$ cat config.mk
export PLATFORM = sky130hd
export DESIGN_NAME = fifo_stream_reader
export DESIGN_NICKNAME = d
export VERILOG_FILES = /design/src/rtl/fifo_stream_reader_pkg.sv /design/src/rtl/fifo_stream_reader.sv
export SDC_FILE = /design/constraint.sdc
export NUM_CORES = 1
export LEC_CHECK = 0
export ABC_AREA = 1
export BUFFER_PORTS_ARGS = -buffer_cell sky130_fd_sc_hd__buf_2
export CAP_MARGIN = 20
export CORE_UTILIZATION = 55
export DETAILED_ROUTE_END_ITERATION = 10
export GPL_TIMING_DRIVEN = 0
export HOLD_SLACK_MARGIN = 0.03
export PLACE_DENSITY = 0.76
export SLEW_MARGIN = 30
export SYNTH_ARGS = -nofsm -noshare
export SYNTH_HDL_FRONTEND = slang
export SYNTH_SLANG_ARGS = --single-unit
$ cat constraint.sdc
create_clock -name clk -period 3.25 [get_ports clk]
set_input_delay 0.325 -clock clk [delete_from_list [all_inputs] [get_ports clk]]
set_output_delay 0.325 -clock clk [all_outputs]
set_load 0.1 [all_outputs]
$ cat src/rtl/fifo_stream_reader_pkg.sv
// Shared constants and helpers for the single-clock fifo and its stream reader.
package fifo_stream_reader_pkg;

  localparam int unsigned FIFO_RD_LATENCY_DEFAULT = 1;

  function automatic int unsigned clog2(input int unsigned value);
    int unsigned res;
    res = 0;
    for (int unsigned v = value - 1; v > 0; v = v >> 1) begin
      res = res + 1;
    end
    return res;
  endfunction

endpackage

$ cat src/rtl/fifo_stream_reader.sv
// Pops the fifo read port ahead of demand and re-presents its words as a registered
// valid/ready stream; a credit-limited skid buffer hides the fifo RAM read latency.
module fifo_stream_reader
  import fifo_stream_reader_pkg::*;
#(
  parameter int unsigned DATA_WIDTH = 8,
  parameter int unsigned RD_LATENCY = FIFO_RD_LATENCY_DEFAULT,
  localparam int unsigned BUF_DEPTH = RD_LATENCY + 2,
  localparam int unsigned PW        = clog2(BUF_DEPTH)
) (
  input  logic                  clk,
  input  logic                  rst,
  input  logic                  fifo_empty_i,
  input  logic [DATA_WIDTH-1:0] fifo_rd_data_i,
  output logic                  fifo_rd_en_o,
  output logic [DATA_WIDTH-1:0] m_data_o,
  output logic                  m_valid_o,
  input  logic                  m_ready_i
`ifdef FORMAL
  ,
  output logic [PW:0]           stored_o,
  output logic [PW:0]           inflight_o
`endif
);

  logic [DATA_WIDTH-1:0] skid_q [BUF_DEPTH];
  logic [PW-1:0]         head_q, head_d;
  logic [PW-1:0]         tail_q, tail_d;
  logic [PW:0]           stored_q, stored_d;
  logic [PW:0]           inflight;
  logic [RD_LATENCY-1:0] pipe_q, pipe_d;
  logic                  valid_q, valid_d;
  logic                  rd_en;
  logic                  capture;
  logic                  consume;

  function automatic logic [PW-1:0] ptr_inc(input logic [PW-1:0] p);
    return (p == PW'(BUF_DEPTH - 1)) ? '0 : p + 1'b1;
  endfunction

  always_comb begin
    inflight = '0;
    for (int i = 0; i < RD_LATENCY; i++) begin
      inflight = inflight + (PW+1)'(pipe_q[i]);
    end
  end

  // Credits count words already held plus words still in the RAM pipe, so a
  // returning word always has a free slot regardless of m_ready_i.
  assign rd_en   = !rst && !fifo_empty_i && ((stored_q + inflight) < (PW+1)'(BUF_DEPTH));
  assign capture = pipe_q[RD_LATENCY-1];
  assign consume = valid_q && m_ready_i;

  always_comb begin
    pipe_d   = (pipe_q << 1) | RD_LATENCY'(rd_en);
    head_d   = consume ? ptr_inc(head_q) : head_q;
    tail_d   = capture ? ptr_inc(tail_q) : tail_q;
    stored_d = stored_q;
    unique case ({capture, consume})
      2'b10:   stored_d = stored_q + 1'b1;
      2'b01:   stored_d = stored_q - 1'b1;
      default: stored_d = stored_q;
    endcase
    valid_d = (stored_d != '0);
  end

  always_ff @(posedge clk) begin
    if (rst) begin
      head_q   <= '0;
      tail_q   <= '0;
      stored_q <= '0;
      pipe_q   <= '0;
      valid_q  <= 1'b0;
      for (int i = 0; i < BUF_DEPTH; i++) begin
        skid_q[i] <= '0;
      end
    end else begin
      head_q   <= head_d;
      tail_q   <= tail_d;
      stored_q <= stored_d;
      pipe_q   <= pipe_d;
      valid_q  <= valid_d;
      if (capture) begin
        skid_q[tail_q] <= fifo_rd_data_i;
      end
    end
  end

  assign fifo_rd_en_o = rd_en;
  assign m_valid_o    = valid_q;
  assign m_data_o     = skid_q[head_q];

`ifdef FORMAL
  assign stored_o   = stored_q;
  assign inflight_o = inflight;

  always_comb begin
    if (!rst) begin
      assert ((stored_q + inflight) <= (PW+1)'(BUF_DEPTH));
      assert (!(rd_en && fifo_empty_i));
    end
  end
`endif

endmodule
### Word-level counts from Yosys, hierarchy flattened

Memories as Yosys holds them, arrays and structs flattened. A register that Yosys moved wholly into a read port is not among the register bits.
Index checks and enable logic that the tools add are counted.
Widths: inputs -> output; s select.

* bits in registers: 9
* bits in writable memories: 24
* input bits: 12
* output and inout port bits: 10
* logic and storage cells: 36
* memories: 1

Memories
* skid_q: words 3, width 8, rd ports 1, clocked after memory_dff 1, wr ports 3, RTL line fifo_stream_reader.sv:26 `logic [DATA_WIDTH-1:0] skid_q [BUF_DEPTH];`

* add/subtract/negate cells: 5
* magnitude comparators: 1
* equal/unequal tests: 4
* muxes and demuxes: 13
* reductions and logical operators: 7

Operator list (number)
* $mux 2: 5
* $mux 8: 1
* $reduce_or 8->1: 1
* $eq 2x2->1 const B: 3
* $mux 1: 6
* $pmux 3 s2: 1
* $add 2x1->2 const B: 2
* $add 3x1->3: 1
* $add 3x1->3 const B: 1
* $logic_and 1x1->1: 3
* $lt 3x2->1 const B: 1
* $reduce_bool 3->1: 1
* $sub 3x1->3 const B: 1
* $eq 2x1->1 const B: 1
* $logic_not 1->1: 2

### Longest topological paths before layout

* word-level depth: 5
* mapped depth: 11
* depth with buffers taken out: 11

### Worst setup path after synthesis

Ideal clock, no wire load.

* path kind: register to output
* from: register pipe_q (netlist: capture)
* to: output fifo_rd_en_o
* data arrival time: 3.694 ns
* required time: 2.925 ns
* slack: -0.769 ns
* stages on the path, launching flop included: 6
* path buffers: 0
* cells stage by stage: dfxtp_1 -> ha_1 -> ha_1 -> nand2_1 -> nand2_1 -> nor4_1

* longest elaborated chain between the ends: 3

Ends and longest elaborated chain
* start, declared: RTL line fifo_stream_reader.sv:31 `logic [RD_LATENCY-1:0] pipe_q, pipe_d;`
* start signal, assigned: RTL line fifo_stream_reader.sv:81 `pipe_q <= pipe_d;`
* $add 3x1->3: RTL line fifo_stream_reader.sv:50 `assign rd_en = !rst && !fifo_empty_i && ((stored_q + inflight) < (PW+1)'(BUF_DEPTH));`
* $lt 3x2->1: RTL line fifo_stream_reader.sv:50
* $logic_and 1x1->1: RTL line fifo_stream_reader.sv:50
* end, declared: RTL line fifo_stream_reader.sv:15 `output logic fifo_rd_en_o,`

Every way passes these cells.

### Final worst setup path

Same ends and word-level chain as after synthesis.

==> impl_metrics.xml <==
<?xml version="1.0" encoding="UTF-8"?>
<metrics>
  <group name="status">
    <metric name="outcome" unit="">completed</metric>
  </group>
  <group name="yosys">
    <metric name="synth_nets" unit="">189</metric>
    <metric name="post_synth_and_or_nand_nor_area_fraction" unit="">0.174</metric>
    <metric name="ys.warnings.count" unit="">0</metric>
    <metric name="yosys-mux-area-fraction" unit="">0</metric>
    <metric name="sequential_area_share_after_synthesis" unit="">0.635</metric>
    <metric name="synth_area_per_cell" unit="um2">10.7</metric>
    <metric name="synth-compound-area-share" unit="">0.0969</metric>
    <metric name="synth_cells" unit="">173</metric>
    <metric name="synth_xor_area_frac" unit="">0</metric>
    <metric name="synth_top_family_by_area" unit="">simple AND/OR/NAND/NOR gates</metric>
    <metric name="synth_cell_types" unit="">24</metric>
    <metric name="synth_area" unit="um2">1860</metric>
    <metric name="post_synth_fa_ha_maj_area_fraction" unit="">0.0310</metric>
    <metric name="synth-seq-cells" unit="">43</metric>
  </group>
  <group name="critical_path">
    <metric name="worst_ep_required_time" unit="ps">2920</metric>
    <metric name="worst_ep_arrival_time" unit="ps">1910</metric>
    <metric name="end_kind" unit="">output pin</metric>
    <metric name="setup.worst_path.class" unit="">flip-flop to output pin</metric>
    <metric name="kind_of_launch_point_of_the_worst_setup_path" unit="">flip-flop</metric>
    <metric name="crit_fanout" unit="">4</metric>
  </group>
  <group name="route">
    <metric name="detail_route.first_pass.iterations" unit="">4</metric>
    <metric name="routed_wire_length_per_instance" unit="um">15.1</metric>
    <metric name="drt_iter0_markers" unit="">58</metric>
    <metric name="finalWirelength" unit="um">3720</metric>
    <metric name="post-route-drc-count" unit="">0</metric>
    <metric name="postRouteAntennaNets" unit="">0</metric>
    <metric name="viasPerCell" unit="">5.26</metric>
    <metric name="route.vias.total" unit="">1300</metric>
  </group>
  <group name="clock_network">
    <metric name="cts_tree" unit="">done</metric>
    <metric name="cts_hold_buffers" unit="">0</metric>
    <metric name="largest_buffer_count_on_any_clock_path" unit="">2</metric>
    <metric name="clock_latency" unit="ps">350</metric>
    <metric name="post_cts_buffers" unit="">0</metric>
    <metric name="htree_num_levels" unit="">2</metric>
    <metric name="cts.repair.resized" unit="">0</metric>
    <metric name="cts.reportedPaths.clkPinSlew" unit="ps">120</metric>
    <metric name="cts-root-buf" unit="">sky130_fd_sc_hd__clkbuf_4</metric>
    <metric name="tritoncts_num_sinks" unit="">43</metric>
    <metric name="cts_buffers" unit="">5</metric>
  </group>
  <group name="floorplanning">
    <metric name="die_height" unit="um">60.1</metric>
    <metric name="core-area" unit="um2">3130</metric>
    <metric name="boundaryPins" unit="">22</metric>
    <metric name="die_x" unit="um">60.1</metric>
    <metric name="floorplan.die_area" unit="um2">3620</metric>
    <metric name="start_util" unit="">0.594</metric>
    <metric name="placement_rows" unit="">20</metric>
  </group>
  <group name="timing">
    <metric name="achievable-frequency" unit="MHz">447</metric>
    <metric name="worstMarginPinSlew" unit="ps">566</metric>
    <metric name="post-route-min-period" unit="ps">2240</metric>
    <metric name="finalMaxSlewViolations" unit="">0</metric>
    <metric name="timing.final.setup_violations" unit="">0</metric>
    <metric name="fin_hold_ws" unit="ps">140</metric>
    <metric name="totalNegativeSetupSlack" unit="ps">0</metric>
    <metric name="finalCritPeriodShare" unit="">0.688</metric>
    <metric name="rsz_0062_raised_after_global_routing" unit="">false</metric>
    <metric name="final_hold_vios" unit="">0</metric>
    <metric name="final.setup_skew" unit="ps">3.51</metric>
    <metric name="worst_slew_margin_rel" unit="">0.619</metric>
  </group>
  <group name="power_and_ir_drop">
    <metric name="power.leakage" unit="nW">0.877</metric>
    <metric name="power_per_cell_area" unit="nW/um2">760</metric>
    <metric name="ir_drop" unit="V">0.000400</metric>
  </group>
  <group name="grt">
    <metric name="first_global_vias" unit="">1311</metric>
    <metric name="largest_net_degree_at_the_start_of_global_routing" unit="">14</metric>
    <metric name="first_pass_grt_wire_length" unit="um">5920</metric>
    <metric name="grt_usage" unit="">0.236</metric>
    <metric name="antenna_found_initial" unit="">0</metric>
    <metric name="overflow" unit="">0</metric>
  </group>
  <group name="run">
    <metric name="timing.max_cap.violations" unit="">0</metric>
  </group>
  <group name="cells_and_area">
    <metric name="finish.utilization" unit="">0.669</metric>
    <metric name="fillers" unit="">255</metric>
    <metric name="multi_input_comb_area" unit="um2">574</metric>
    <metric name="seq_area" unit="um2">1180</metric>
    <metric name="insertedDiodeCount" unit="">0</metric>
    <metric name="final_layout_size_suffix_gt1_frac" unit="">0.207</metric>
    <metric name="layout.nets" unit="">218</metric>
    <metric name="area_growth_syn_to_layout" unit="%">12.5</metric>
  </group>
  <group name="hold_path">
    <metric name="min_path_type" unit="">primary input to flip-flop</metric>
  </group>
  <group name="placement">
    <metric name="port_buffer_cells" unit="">21</metric>
    <metric name="routabilityCongestion" unit="">0.817</metric>
    <metric name="hpwlAfterDp" unit="um">2600</metric>
  </group>
</metrics>
[cell usage after synthesis]
library cell / count / area (um2)
sky130_fd_sc_hd__a211oi_1: 1 / 7.51
sky130_fd_sc_hd__a21oi_1: 3 / 15.0
sky130_fd_sc_hd__buf_4: 1 / 7.51
sky130_fd_sc_hd__buf_6: 2 / 22.5
sky130_fd_sc_hd__dfxtp_1: 11 / 220
sky130_fd_sc_hd__edfxtp_1: 32 / 961
sky130_fd_sc_hd__fa_1: 1 / 20.0
sky130_fd_sc_hd__ha_1: 3 / 37.5
sky130_fd_sc_hd__inv_1: 21 / 78.8
sky130_fd_sc_hd__inv_2: 2 / 7.51
sky130_fd_sc_hd__nand2_1: 14 / 52.6
sky130_fd_sc_hd__nand3_1: 2 / 10.0
sky130_fd_sc_hd__nand3_4: 3 / 52.6
sky130_fd_sc_hd__nand4_1: 1 / 6.26
sky130_fd_sc_hd__nor2_1: 43 / 161
sky130_fd_sc_hd__nor2_2: 1 / 6.26
sky130_fd_sc_hd__nor2_4: 1 / 11.3
sky130_fd_sc_hd__nor3_1: 1 / 5.00
sky130_fd_sc_hd__nor4_1: 3 / 18.8
sky130_fd_sc_hd__o21ai_0: 13 / 65.1
sky130_fd_sc_hd__o21ai_1: 2 / 10.0
sky130_fd_sc_hd__o21ai_2: 2 / 17.5
sky130_fd_sc_hd__o22ai_1: 8 / 50.1
sky130_fd_sc_hd__o31ai_1: 2 / 15.0
[registers in the layout (all words and copies together), names as in the netlist, named ones only]
name / flops
capture: 1
head_q: 2
m_valid_o: 1
skid_q: 32
stored_q: 3
tail_q: 2
[final cells by class]
type,count,area share
sequential,43,0.565
clock buffer,5,0.0179
timing repair buffer,22,0.0538
inverter,23,0.0413
clock inverter,3,0.00718
buffer,3,0.0144
multi-input combinational,104,0.275
tap,44,0.0263
[worst max-delay path: stages, from the launching register on]
cell and delay, ps:
sky130_fd_sc_hd__dfxtp_1 370, sky130_fd_sc_hd__ha_1 190, sky130_fd_sc_hd__ha_1 260, sky130_fd_sc_hd__nand2_1 70
sky130_fd_sc_hd__nand2_1 70, sky130_fd_sc_hd__nor4_2 130, sky130_fd_sc_hd__buf_2 460
[power breakdown]
part           switching [mW]  internal (mW)
combinational           0.526          0.125
clock                   0.176         0.0795
sequential             0.0400          0.643
[per-stage QoR]
step	worst slack [ps]	area, um2	cells	power, mW
after floorplan	410	1870	173	1.23
after global placement	677	2030	238	1.33
after detailed placement	1410	2040	239	1.35
after CTS	990	2090	247	1.59
after global routing	916	2090	247	1.66
final	1010	2090	247	1.59
[metal layers]
layer,vias up,wire length (um),track usage
li1,647,-,-
met5,-,0,0
met4,0,73,0.0930
met1,620,1680,0.284
met2,27,1860,0.397
met3,6,105,0.0649
[path summary, 6_finish.rpt]
path                start           end  slack, ps  cells after the start
max               capture  fifo_rd_en_o       1010                      6
min          fifo_empty_i       capture        140                      2
max reg2reg     m_valid_o     m_valid_o       1580                     10
min reg2reg     head_q[1]     head_q[1]        510                      2
[placed cells by master, fill, tap and decap left out]
master / n
sky130_fd_sc_hd__o21ai_2: 2
sky130_fd_sc_hd__a21oi_1: 3
sky130_fd_sc_hd__o21ai_0: 13
sky130_fd_sc_hd__clkinv_1: 2
sky130_fd_sc_hd__nor3_1: 1
sky130_fd_sc_hd__o22ai_1: 8
sky130_fd_sc_hd__buf_2: 21
sky130_fd_sc_hd__a211oi_1: 1
sky130_fd_sc_hd__buf_4: 2
sky130_fd_sc_hd__nor4_2: 2
sky130_fd_sc_hd__o21ai_1: 2
sky130_fd_sc_hd__clkbuf_4: 5
sky130_fd_sc_hd__ha_1: 3
sky130_fd_sc_hd__nand3_1: 2
sky130_fd_sc_hd__nor2_1: 43
sky130_fd_sc_hd__nand4_1: 1
sky130_fd_sc_hd__clkinvlp_4: 1
sky130_fd_sc_hd__inv_1: 21
sky130_fd_sc_hd__fa_1: 1
sky130_fd_sc_hd__inv_2: 2
sky130_fd_sc_hd__o31ai_1: 2
sky130_fd_sc_hd__buf_6: 2
sky130_fd_sc_hd__nor2_4: 1
sky130_fd_sc_hd__nor2_2: 1
sky130_fd_sc_hd__edfxtp_1: 32
sky130_fd_sc_hd__nand3_4: 3
sky130_fd_sc_hd__nand2_1: 14
sky130_fd_sc_hd__nor4_1: 1
sky130_fd_sc_hd__dfxtp_1: 11
[cell families (layout without fill, tap and decap cells)]
| logic type | after synthesis | after routing |
|---|---|---|
| AOI/OAI and AO/OA | 31 | 31 |
| adders and majority gates | 4 | 4 |
| buffers and inverters | 26 | 56 |
| DFF | 43 | 43 |
| and+or+nand+nor | 69 | 69 |
(Power assumes the default switching activity.)
